<file path="config.mk">
export PLATFORM = sky130hd
export DESIGN_NAME = ni_flit_packetizer_flat
export DESIGN_NICKNAME = d
export VERILOG_FILES = /design/src/rtl/ni_flit_packetizer_if.sv /design/src/rtl/ni_flit_packetizer.sv /design/src/flat_wrapper.sv
export SDC_FILE = /design/constraint.sdc
export NUM_CORES = 1
export LEC_CHECK = 0
export ABC_CLOCK_PERIOD_IN_PS = 2800
export CORE_UTILIZATION = 40
export DETAILED_ROUTE_END_ITERATION = 8
export GPL_TIMING_DRIVEN = 0
export MAX_ROUTING_LAYER = met4
export PLACE_DENSITY = 0.76
export SYNTH_ARGS = -nofsm -noshare
export SYNTH_HDL_FRONTEND = slang
export SYNTH_SLANG_ARGS = --single-unit
</file>
<file path="constraint.sdc">
create_clock -name clk -period 2.8 [get_ports clk]
set_input_delay 0.56 -clock clk [delete_from_list [all_inputs] [get_ports clk]]
set_output_delay 0.56 -clock clk [all_outputs]
set_load 0.02 [all_outputs]
</file>
<file path="src/rtl/ni_flit_packetizer_if.sv">
// Packet request, body word, flit output and credit signals between core, packetizer and router port.
// No logic: wiring bundle only; the slave modport is the packetizer's view.
// Backpressure: pkt_ready/body_ready from the packetizer, credits from the router FIFO.
interface ni_flit_packetizer_if #(
  parameter int DATA_WIDTH = 32,
  parameter int LEN_W      = 4
);
  logic                  pkt_valid;
  logic [3:0]            pkt_dst;
  logic [LEN_W-1:0]      pkt_len;
  logic                  pkt_ready;
  logic                  body_valid;
  logic [DATA_WIDTH-1:0] body_data;
  logic                  body_ready;
  logic                  flit_valid;
  logic [2:0]            flit_id;
  logic [3:0]            flit_dst;
  logic [DATA_WIDTH-1:0] flit_data;
  logic                  credit_in;
  logic                  credit_err;

  modport master (
    output pkt_valid, pkt_dst, pkt_len, body_valid, body_data, credit_in,
    input  pkt_ready, body_ready, flit_valid, flit_id, flit_dst, flit_data, credit_err
  );

  modport slave (
    input  pkt_valid, pkt_dst, pkt_len, body_valid, body_data, credit_in,
    output pkt_ready, body_ready, flit_valid, flit_id, flit_dst, flit_data, credit_err
  );
endinterface

</file>
<file path="src/rtl/ni_flit_packetizer.sv">
// Turns a (dst, N) request plus N body words into HEADER / PAYLOAD* / TAIL flits for the local router port.
// Latency: flit registered one cycle after its send decision; one flit per cycle sustained, one idle cycle per packet.
// Backpressure: nothing is sent without a downstream credit; body_ready drops when credits run out.
module ni_flit_packetizer #(
  parameter int DATA_WIDTH = 32,
  parameter int LEN_W      = 4,
  parameter int CREDITS    = 4
) (
  input  logic                 clk,
  input  logic                 rst,
  input  logic [3:0]           src_addr,
  ni_flit_packetizer_if.slave  nif
);

  localparam logic [2:0] ID_HEADER  = 3'b001;
  localparam logic [2:0] ID_PAYLOAD = 3'b010;
  localparam logic [2:0] ID_TAIL    = 3'b100;
  localparam logic [3:0] CRED_MAX   = 4'(CREDITS);

  typedef enum logic [1:0] {S_IDLE, S_HEAD, S_BODY, S_TAIL} state_t;

  state_t                state_q, state_d;
  logic [3:0]            dst_q, dst_d;
  logic [LEN_W-1:0]      len_q, len_d;
  logic [LEN_W-1:0]      rem_q, rem_d;
  logic [3:0]            cnt_q, cnt_d;
  logic                  err_q, err_d;
  logic                  flit_vld_q, flit_vld_d;
  logic [2:0]            flit_id_q, flit_id_d;
  logic [3:0]            flit_dst_q, flit_dst_d;
  logic [DATA_WIDTH-1:0] flit_dat_q, flit_dat_d;

  logic                  send;
  logic                  has_credit;
  logic                  pkt_rdy;
  logic                  body_rdy;
  logic [DATA_WIDTH-1:0] hdr_dat;

  assign has_credit = (cnt_q != 4'd0);

  // Header word: dst in [3:0], own address in [7:4], body length above that, zero elsewhere.
  always_comb begin
    hdr_dat             = '0;
    hdr_dat[3:0]        = dst_q;
    hdr_dat[7:4]        = src_addr;
    hdr_dat[8 +: LEN_W] = len_q;
  end

  // Packet sequencing: decides which flit (if any) goes out this cycle and what it carries.
  always_comb begin
    state_d    = state_q;
    dst_d      = dst_q;
    len_d      = len_q;
    rem_d      = rem_q;
    flit_dst_d = flit_dst_q;
    send       = 1'b0;
    flit_id_d  = 3'b000;
    flit_dat_d = '0;
    pkt_rdy    = 1'b0;
    body_rdy   = 1'b0;
    case (state_q)
      S_IDLE: begin
        pkt_rdy = 1'b1;
        if (nif.pkt_valid) begin
          dst_d   = nif.pkt_dst;
          len_d   = nif.pkt_len;
          rem_d   = nif.pkt_len;
          state_d = S_HEAD;
        end
      end
      S_HEAD: begin
        if (has_credit) begin
          send       = 1'b1;
          flit_id_d  = ID_HEADER;
          flit_dat_d = hdr_dat;
          flit_dst_d = dst_q;
          state_d    = (len_q >= LEN_W'(2)) ? S_BODY : S_TAIL;
        end
      end
      S_BODY: begin
        body_rdy = has_credit;
        if (body_rdy && nif.body_valid) begin
          send       = 1'b1;
          flit_id_d  = ID_PAYLOAD;
          flit_dat_d = nif.body_data;
          rem_d      = rem_q - LEN_W'(1);
          if (rem_q == LEN_W'(2)) state_d = S_TAIL;
        end
      end
      S_TAIL: begin
        if (len_q == '0) begin
          // Empty packet: the tail carries zero and no body word is consumed.
          if (has_credit) begin
            send      = 1'b1;
            flit_id_d = ID_TAIL;
            state_d   = S_IDLE;
          end
        end else begin
          body_rdy = has_credit;
          if (body_rdy && nif.body_valid) begin
            send       = 1'b1;
            flit_id_d  = ID_TAIL;
            flit_dat_d = nif.body_data;
            state_d    = S_IDLE;
          end
        end
      end
      default: state_d = S_IDLE;
    endcase
    flit_vld_d = send;
  end

  // Credit accounting: a send and a returned credit in the same cycle cancel out.
  always_comb begin
    cnt_d = cnt_q;
    err_d = err_q;
    if (send && !nif.credit_in) begin
      cnt_d = cnt_q - 4'd1;
    end else if (!send && nif.credit_in) begin
      if (cnt_q == CRED_MAX) begin
        err_d = 1'b1;
      end else begin
        cnt_d = cnt_q + 4'd1;
      end
    end
  end

  // State, credit and flit output registers; reset abandons any packet in flight.
  always_ff @(posedge clk or negedge rst) begin
    if (!rst) begin
      state_q    <= S_IDLE;
      dst_q      <= 4'd0;
      len_q      <= '0;
      rem_q      <= '0;
      cnt_q      <= CRED_MAX;
      err_q      <= 1'b0;
      flit_vld_q <= 1'b0;
      flit_id_q  <= 3'b000;
      flit_dst_q <= 4'd0;
      flit_dat_q <= '0;
    end else begin
      state_q    <= state_d;
      dst_q      <= dst_d;
      len_q      <= len_d;
      rem_q      <= rem_d;
      cnt_q      <= cnt_d;
      err_q      <= err_d;
      flit_vld_q <= flit_vld_d;
      flit_id_q  <= flit_id_d;
      flit_dst_q <= flit_dst_d;
      flit_dat_q <= flit_dat_d;
    end
  end

  // Ready strobes are forced low while reset is held so every output reads zero.
  assign nif.pkt_ready  = pkt_rdy & rst;
  assign nif.body_ready = body_rdy & rst;
  assign nif.flit_valid = flit_vld_q;
  assign nif.flit_id    = flit_id_q;
  assign nif.flit_dst   = flit_dst_q;
  assign nif.flit_data  = flit_dat_q;
  assign nif.credit_err = err_q;

endmodule

</file>
<file path="src/flat_wrapper.sv">
// flat-port wrapper written by rule: the top's interface ports become plain ports
module ni_flit_packetizer_flat 
#(
  parameter int DATA_WIDTH = 32,
  parameter int LEN_W      = 4,
  parameter int CREDITS    = 4
)
  (clk, rst, src_addr, nif_pkt_valid, nif_pkt_dst, nif_pkt_len, nif_body_valid, nif_body_data, nif_credit_in, nif_pkt_ready, nif_body_ready, nif_flit_valid, nif_flit_id, nif_flit_dst, nif_flit_data, nif_credit_err);
  ni_flit_packetizer_if #(.DATA_WIDTH(DATA_WIDTH), .LEN_W(LEN_W)) nif_i ();
  input  logic clk;
  input  logic rst;
  input  logic [3:0] src_addr;
  input wire logic [$bits(nif_i.pkt_valid)-1:0] nif_pkt_valid;
  input wire logic [$bits(nif_i.pkt_dst)-1:0] nif_pkt_dst;
  input wire logic [$bits(nif_i.pkt_len)-1:0] nif_pkt_len;
  input wire logic [$bits(nif_i.body_valid)-1:0] nif_body_valid;
  input wire logic [$bits(nif_i.body_data)-1:0] nif_body_data;
  input wire logic [$bits(nif_i.credit_in)-1:0] nif_credit_in;
  output wire logic [$bits(nif_i.pkt_ready)-1:0] nif_pkt_ready;
  output wire logic [$bits(nif_i.body_ready)-1:0] nif_body_ready;
  output wire logic [$bits(nif_i.flit_valid)-1:0] nif_flit_valid;
  output wire logic [$bits(nif_i.flit_id)-1:0] nif_flit_id;
  output wire logic [$bits(nif_i.flit_dst)-1:0] nif_flit_dst;
  output wire logic [$bits(nif_i.flit_data)-1:0] nif_flit_data;
  output wire logic [$bits(nif_i.credit_err)-1:0] nif_credit_err;
  assign nif_i.pkt_valid = nif_pkt_valid;
  assign nif_i.pkt_dst = nif_pkt_dst;
  assign nif_i.pkt_len = nif_pkt_len;
  assign nif_i.body_valid = nif_body_valid;
  assign nif_i.body_data = nif_body_data;
  assign nif_i.credit_in = nif_credit_in;
  assign nif_pkt_ready = nif_i.pkt_ready;
  assign nif_body_ready = nif_i.body_ready;
  assign nif_flit_valid = nif_i.flit_valid;
  assign nif_flit_id = nif_i.flit_id;
  assign nif_flit_dst = nif_i.flit_dst;
  assign nif_flit_data = nif_i.flit_data;
  assign nif_credit_err = nif_i.credit_err;
  ni_flit_packetizer #(.DATA_WIDTH(DATA_WIDTH), .LEN_W(LEN_W), .CREDITS(CREDITS)) u_core (.clk(clk), .rst(rst), .src_addr(src_addr), .nif(nif_i));
endmodule
</file>
==> impl_metrics.ini, run 1 <==
[run_status]
status = complete, no violations

[floorplanning]
die_w_microns = 82.02
start_util = 0.4226
core_area_sq_um = 6061
die_h_microns = 82.02
rows = 28
die_area_sq_um = 6727
ios = 92

[synth]
yosysSeqAreaShare = 0.5769
yosysTopAreaCell = dfrtp_1
synth_cell_types = 38
synth_area_per_cell_sq_um = 12.14
synth_seq_cells = 59
ys_top_cells_by_area = dfrtp_1, and2_4, ha_1, mux2_2, nand2_1
synthArstFlopShare = 1.000
synth.top_cell.area_share = 0.5667
syn-num-nets = 271
synthCells = 211
synth-edff-count = 0
ys_dominant_reg_cell = dfrtp_1
synth.yosys.warnings = 0
synth_area_sq_um = 2561

[worst_setup_path]
cp_slowest_stage_delay_ns = 0.57
critPathKind = register to register
cp_max_fo = 4
arrival_ns = 3.06
crit_buf_inv = 0
start_kind = register
endpoint_kind = register
crit_family = simple AND/OR/NAND/NOR gates
cp_cell_sequence = or4_4 -> nand2_2 -> nand2_2 -> a21oi_2 -> ha_2 -> ha_1 -> a21o_1 -> a21oi_2 -> xnor2_1 -> or4_1 -> nand2_1
cp_slowest_cell = or4_4
required_ns = 3.08

[placed_design]
gp_congestion = 0.8134
dp_slack_ns = -0.3409
dp.cells = 378
io_buffers = 91
post-dp-hpwl_microns = 4357

[route]
drt-initial-drc-count = 73
avgViaCountPerCell = 4.922
dr.pass1.iters = 4
wl_per_cell_microns = 14.89
drc = 0
num_vias = 1944
wl_microns = 5880
drtAntennaViolNets = 0

[clocking]
htreeDepth = 3
clockBufferDepth = 2
clk_pin_slew_ns = 0.07
cts_made_buffers = 9
clock_sinks = 59
root_buffer = clkbuf_8
insertion_delay_ns = 0.34
cts_tree = done

[pwr]
power.total_mw = 4.363
p_int_mw = 2.779
swShare = 0.3632
pwr-share-clk = 0.187
powerDensity_nw_per_um2 = 1134
pwr-share-seq = 0.320
vdd_drop_max_mv = 0.5432
switching_power_mw = 1.585
p_comb_frac = 0.492
total_leakage_power_nw = 1.768

[cells_and_area]
stdcell_count = 395
syn2layout_area_growth_pct = 50.27
n_fill_cell = 471
fin_nets = 375
drive_above_1_share = 0.2094
final_util = 0.6350
num_antenna_cells = 0

[sta]
fin_worst_skew_ns = 0.007625
fin_ws_ns = 0.02186
final_hold_viol_count = 0
slew_headroom = 0.5357
tightest_slew_ns = 0.6934
max_freq_mhz = 360.0
fin_crit_sh = 0.9922
min_period_ns = 2.778
finalMaxSlewViolations = 0
grt_setup_unrepaired = yes
setup-violations-final = 0

[flow_run]
cap_violations = 0

[global_routing]
grt_overflow = 0
grt_pass1_vias = 1836
grt_pass1_wl_microns = 8852
grt_usage = 0.1872
antenna_found_initial = 0
grt_max_degree = 33

[worst_hold_path]
hp-class = input port to asynchronous set/reset pin
-- area by class of cell --
type	instances	area, sq um	area share
sequential	59	1479	0.3843
tap	75	93.84	0.02438
clock buffer	12	165.2	0.04291
timing repair buffer	96	957.2	0.2487
buffer	6	56.30	0.01463
clock inverter	4	47.55	0.01235
multi-input combinational	130	1001	0.2601
inverter	13	48.80	0.01268
-- final timing paths --
kind	start	to	slack, ns	cells after the start
min reg2reg	u_core.nif.credit_err	u_core.nif.credit_err	0.46	1
max reg2reg	u_core.len_q[1]	u_core.cnt_q[3]	0.02	11
min in group clk	u_core.nif.credit_err	u_core.nif.credit_err	0.46	1
min	rst	u_core.nif.flit_data[21]	0.17	1
max in group asynchronous	rst	u_core.cnt_q[2]	2.05	2
max	u_core.len_q[1]	u_core.cnt_q[3]	0.02	11
-- routing by layer --
| layer | part of all wire | wire length, microns | global-route usage | vias up |
|---|---|---|---|---|
| met5 | 0 | 0 | - | - |
| met4 | 0.0075 | 44 | 0.06316 | 0 |
| met3 | 0.097 | 568 | 0.07556 | 8 |
| met2 | 0.48 | 2843 | 0.2959 | 93 |
| met1 | 0.41 | 2423 | 0.2152 | 918 |
| li1 | - | - | - | 925 |
-- repair_timing --
item                       in CTS  in global routing
setup buffers                   0                  4
resized for setup               6                  6
setup endpoints to repair       4                  2
hold buffers                    0                  0
pin swaps                       0                  4
-- through the flow --
step / TNS, ns / hold WS [ns] / area, sq um
after CTS: -0.02081 / 0.2629 / 3800
after floorplan: 0 / 0.2644 / 2562
after detailed placement: -0.4146 / 0.4469 / 3582
final: 0 / 0.1700 / 3849
after global placement: -42.73 / 0.4454 / 3567
after global routing: -0.07726 / 0.1848 / 3849
-- synthesized netlist by cell type (2+ instances only) --
master    instances
o21ai_0           5
mux2_2            9
buf_8             2
nand3_1           8
and2_4           20
inv_1            13
o211ai_1          2
nor2_1            3
and3_1            4
ha_1             10
clkbuf_1          6
nand2_1          20
dfrtp_1          58
mux2i_1           2
xnor2_1           3
a21oi_1           9
a21o_1            3
a22o_1            8
nor3_1            4
a211o_1           2
and2_1            3
-- cells in the final DEF, fill, tap and decap left out, types with 2 or more instances in the layout --
cell             instances
ha_1                     7
xnor2_1                  3
buf_8                    2
nand2_2                  2
clkinv_2                 2
and2_1                   3
nor3_1                   4
mux2_2                   9
clkbuf_8                12
dfrtp_1                 57
a21oi_2                  2
clkdlybuf4s50_1         89
a211o_1                  2
o21ai_0                  5
nand3_1                  8
o211ai_1                 2
clkbuf_4                 2
inv_1                   13
a21o_1                   3
a22o_1                   8
buf_4                    4
a21oi_1                  7
clkbuf_1                 2
nand2_1                 18
ha_2                     2
and3_1                   4
nor2_1                   3
mux2i_1                  2
and2_4                  20
-- logic make-up (layout without fill, tap and decap cells) --
logic type,count (synthesis),count (layout),share of synthesized area
flops,59,59,0.5769
buf+inv,22,131,0.04397
simple gates,70,70,0.1695
xor+xnor,3,3,0.01026
mux,11,11,0.04739
compound gates,35,35,0.09526
fa+ha+maj,11,11,0.05667
-- power by group through the flow --
stage | sequential [mW] | combinational [mW] | clock [mW]
6_report | 1.40 | 2.15 | 0.818
5_1_grt | 1.44 | 2.35 | 0.878
4_1_cts | 1.40 | 2.08 | 0.828
3_5_place_dp | 1.41 | 2.06 | 0
3_3_place_gp | 1.40 | 2.01 | 0
2_1_floorplan | 1.64 | 1.06 | 0
-- flip-flops by register name, indices dropped and copies added (netlist names) --
register	count
u_core.cnt_q	4
u_core.dst_q	4
u_core.len_q	4
u_core.nif.credit_err	1
u_core.nif.flit_data	32
u_core.nif.flit_dst	4
u_core.nif.flit_id	3
u_core.nif.flit_valid	1
u_core.rem_q	4
u_core.state_q	2
No activity file was read; power rests on OpenSTA's default activity.
==> inputs of run 2 (changes only) <==
Settings changed: CTS_CLUSTER_DIAMETER set to 80.
==> results of run 2 <==
No change in the layout: final DEF, timing and power equal those of run 1.
==> inputs of run 3 (changes only) <==
Settings changed: CORE_UTILIZATION 40 to 30, PLACE_DENSITY 0.76 to unset.
==> impl_metrics.ini, run 3 (synthesized netlist as in run 1, its figures left out) <==
[floorplanning]
core_area_sq_um = 8258
rows = 33
ios = 92
die_h_microns = 94.40
die_area_sq_um = 8910
start_util = 0.3102
die_w_microns = 94.40

[pwr]
p_comb_frac = 0.491
pwr-share-clk = 0.194
switching_power_mw = 1.622
swShare = 0.3624
total_leakage_power_nw = 1.772
vdd_drop_max_mv = 0.4310
p_int_mw = 2.855
powerDensity_nw_per_um2 = 1134
pwr-share-seq = 0.315

[clocking]
insertion_delay_ns = 0.34
htreeDepth = 3
root_buffer = clkbuf_8
cts_made_buffers = 9
cts_tree = done
clock_sinks = 59
clk_pin_slew_ns = 0.07
clockBufferDepth = 2

[placed_design]
io_buffers = 91
post-dp-hpwl_microns = 4338
dpl_cell_area_sq_um = 3620
gp_congestion = 0.7919
dp_slack_ns = -0.3854

[cells_and_area]
num_antenna_cells = 0
final_common_cell = clkdlybuf4s50_1
fin_nets = 375
syn2layout_area_growth_pct = 54.18
drive_above_1_share = 0.2156
final_cell_mix = clkdlybuf4s50_1, dfrtp_1, and2_4, nand2_1, inv_1
largest_register_ffs = 32
final_area_sq_um = 3949

[worst_setup_path]
cp_cell_sequence = or4_4 -> nand2_2 -> nand2_2 -> a21oi_4 -> ha_4 -> buf_4 -> ha_1 -> a21oi_2 -> xnor2_1 -> or4_1 -> nand2_1
critPathKind = register to register
endpoint_kind = register
cp_slowest_stage_delay_ns = 0.58
critPathMostFrequentCell = nand2_2
cp_slowest_cell = or4_4
crit_cells = 11
cp_max_fo = 4
crit_family = simple AND/OR/NAND/NOR gates
arrival_ns = 3.01
required_ns = 3.08
r2r_cells = 11
crit_buf_inv = 1
start_kind = register

[sta]
min_period_ns = 2.731
tightest_slew_ns = 0.7182
slew_headroom = 0.5212
final_hold_viol_count = 0
max_freq_mhz = 366.2
fin_worst_skew_ns = 0.009311
fin_crit_sh = 0.9752
setup-violations-final = 0
finalMaxSlewViolations = 0
fin_ws_ns = 0.06935

[global_routing]
antenna_found_initial = 0
grt_max_degree = 33
grt_overflow = 0
grt_pass1_vias = 1858
grt_usage = 0.1398
grt_pass1_wl_microns = 8880

[route]
dr.pass1.iters = 4
wl_per_cell_microns = 13.91
drc = 0
drtAntennaViolNets = 0
avgViaCountPerCell = 4.513
drt-initial-drc-count = 59
wl_microns = 5912
num_vias = 1918

[flow_run]
cap_violations = 0

[run_status]
status = complete, no violations

[worst_hold_path]
hp-class = input port to asynchronous set/reset pin
==> run 3: worst register-to-register path, delay by kind of cell, from the launching register on <==
family / cells / cell delay, ns
and+or+nand+nor: 5 / 1.26
AOI/OAI and AO/OA: 2 / 0.37
xor gates and xnor gates: 1 / 0.09
buffers and inverters: 1 / 0.11
DFF: 1 / 0.41
adders and majority gates: 2 / 0.43
==> run 3: routing by layer <==
| metal | track usage | vias up | routed length, microns | share of wire |
|---|---|---|---|---|
| li1 | - | 931 | - | - |
| met2 | 0.2120 | 79 | 2794 | 0.47 |
| met5 | - | - | 0 | 0 |
| met4 | 0.07308 | 0 | 57 | 0.0096 |
| met1 | 0.1655 | 901 | 2527 | 0.43 |
| met3 | 0.04509 | 7 | 532 | 0.090 |
==> run 3: path summary, 6_finish.rpt <==
check / start / end / slack, ns
max: u_core.len_q[1] / u_core.cnt_q[3] / 0.07
min: rst / u_core.nif.flit_data[23] / 0.27
max reg2reg: u_core.len_q[1] / u_core.cnt_q[3] / 0.07
min reg2reg: u_core.nif.credit_err / u_core.nif.credit_err / 0.46
max in group asynchronous: rst / u_core.len_q[3] / 1.92
min in group clk: u_core.nif.credit_err / u_core.nif.credit_err / 0.46
==> run 3: stage by stage <==
stage          utilization  power, mW  hold WS, ns  setup TNS [ns]  cells
2_1_floorplan            -      2.700       0.2644               0    211
3_3_place_gp        0.4365      3.432       0.4479          -47.23    407
3_5_place_dp        0.4383      3.481       0.4455         -0.4855    408
4_1_cts             0.4664      4.372       0.2871        -0.04123    422
5_1_grt             0.4782      4.776       0.3099        -0.01003    425
6_report            0.4782      4.477       0.2700               0    425
==> run 3: timing repair <==
action                                 4_1_cts  5_1_grt
resized for setup                            6       11
buffers inserted                             0        4
hold buffers                                 0        0
setup endpoints to repair                    4        1
pin swaps                                    0        7
endpoints found under the hold margin        0        0
==> run 3: cell type report <==
type                            count  area, sq um
Buffer                              6        56.30
Clock buffer                       10        137.6
Clock inverter                      6        88.84
Fill cell                         782         4309
Inverter                           13        48.80
Multi-Input combinational cell    130         1054
Sequential cell                    59         1478
Tap cell                          105        131.4
Timing Repair Buffer               96        954.7
==> run 3: power groups by stage <==
stage                     Combinational [mW]  Sequential [mW]  Clock (mW)
final                                   2.20             1.41       0.867
after detailed placement                2.07             1.41           0
after CTS                               2.09             1.40       0.889
after global placement                  2.03             1.40           0
after global routing                    2.40             1.45       0.929
after floorplan                         1.06             1.64           0
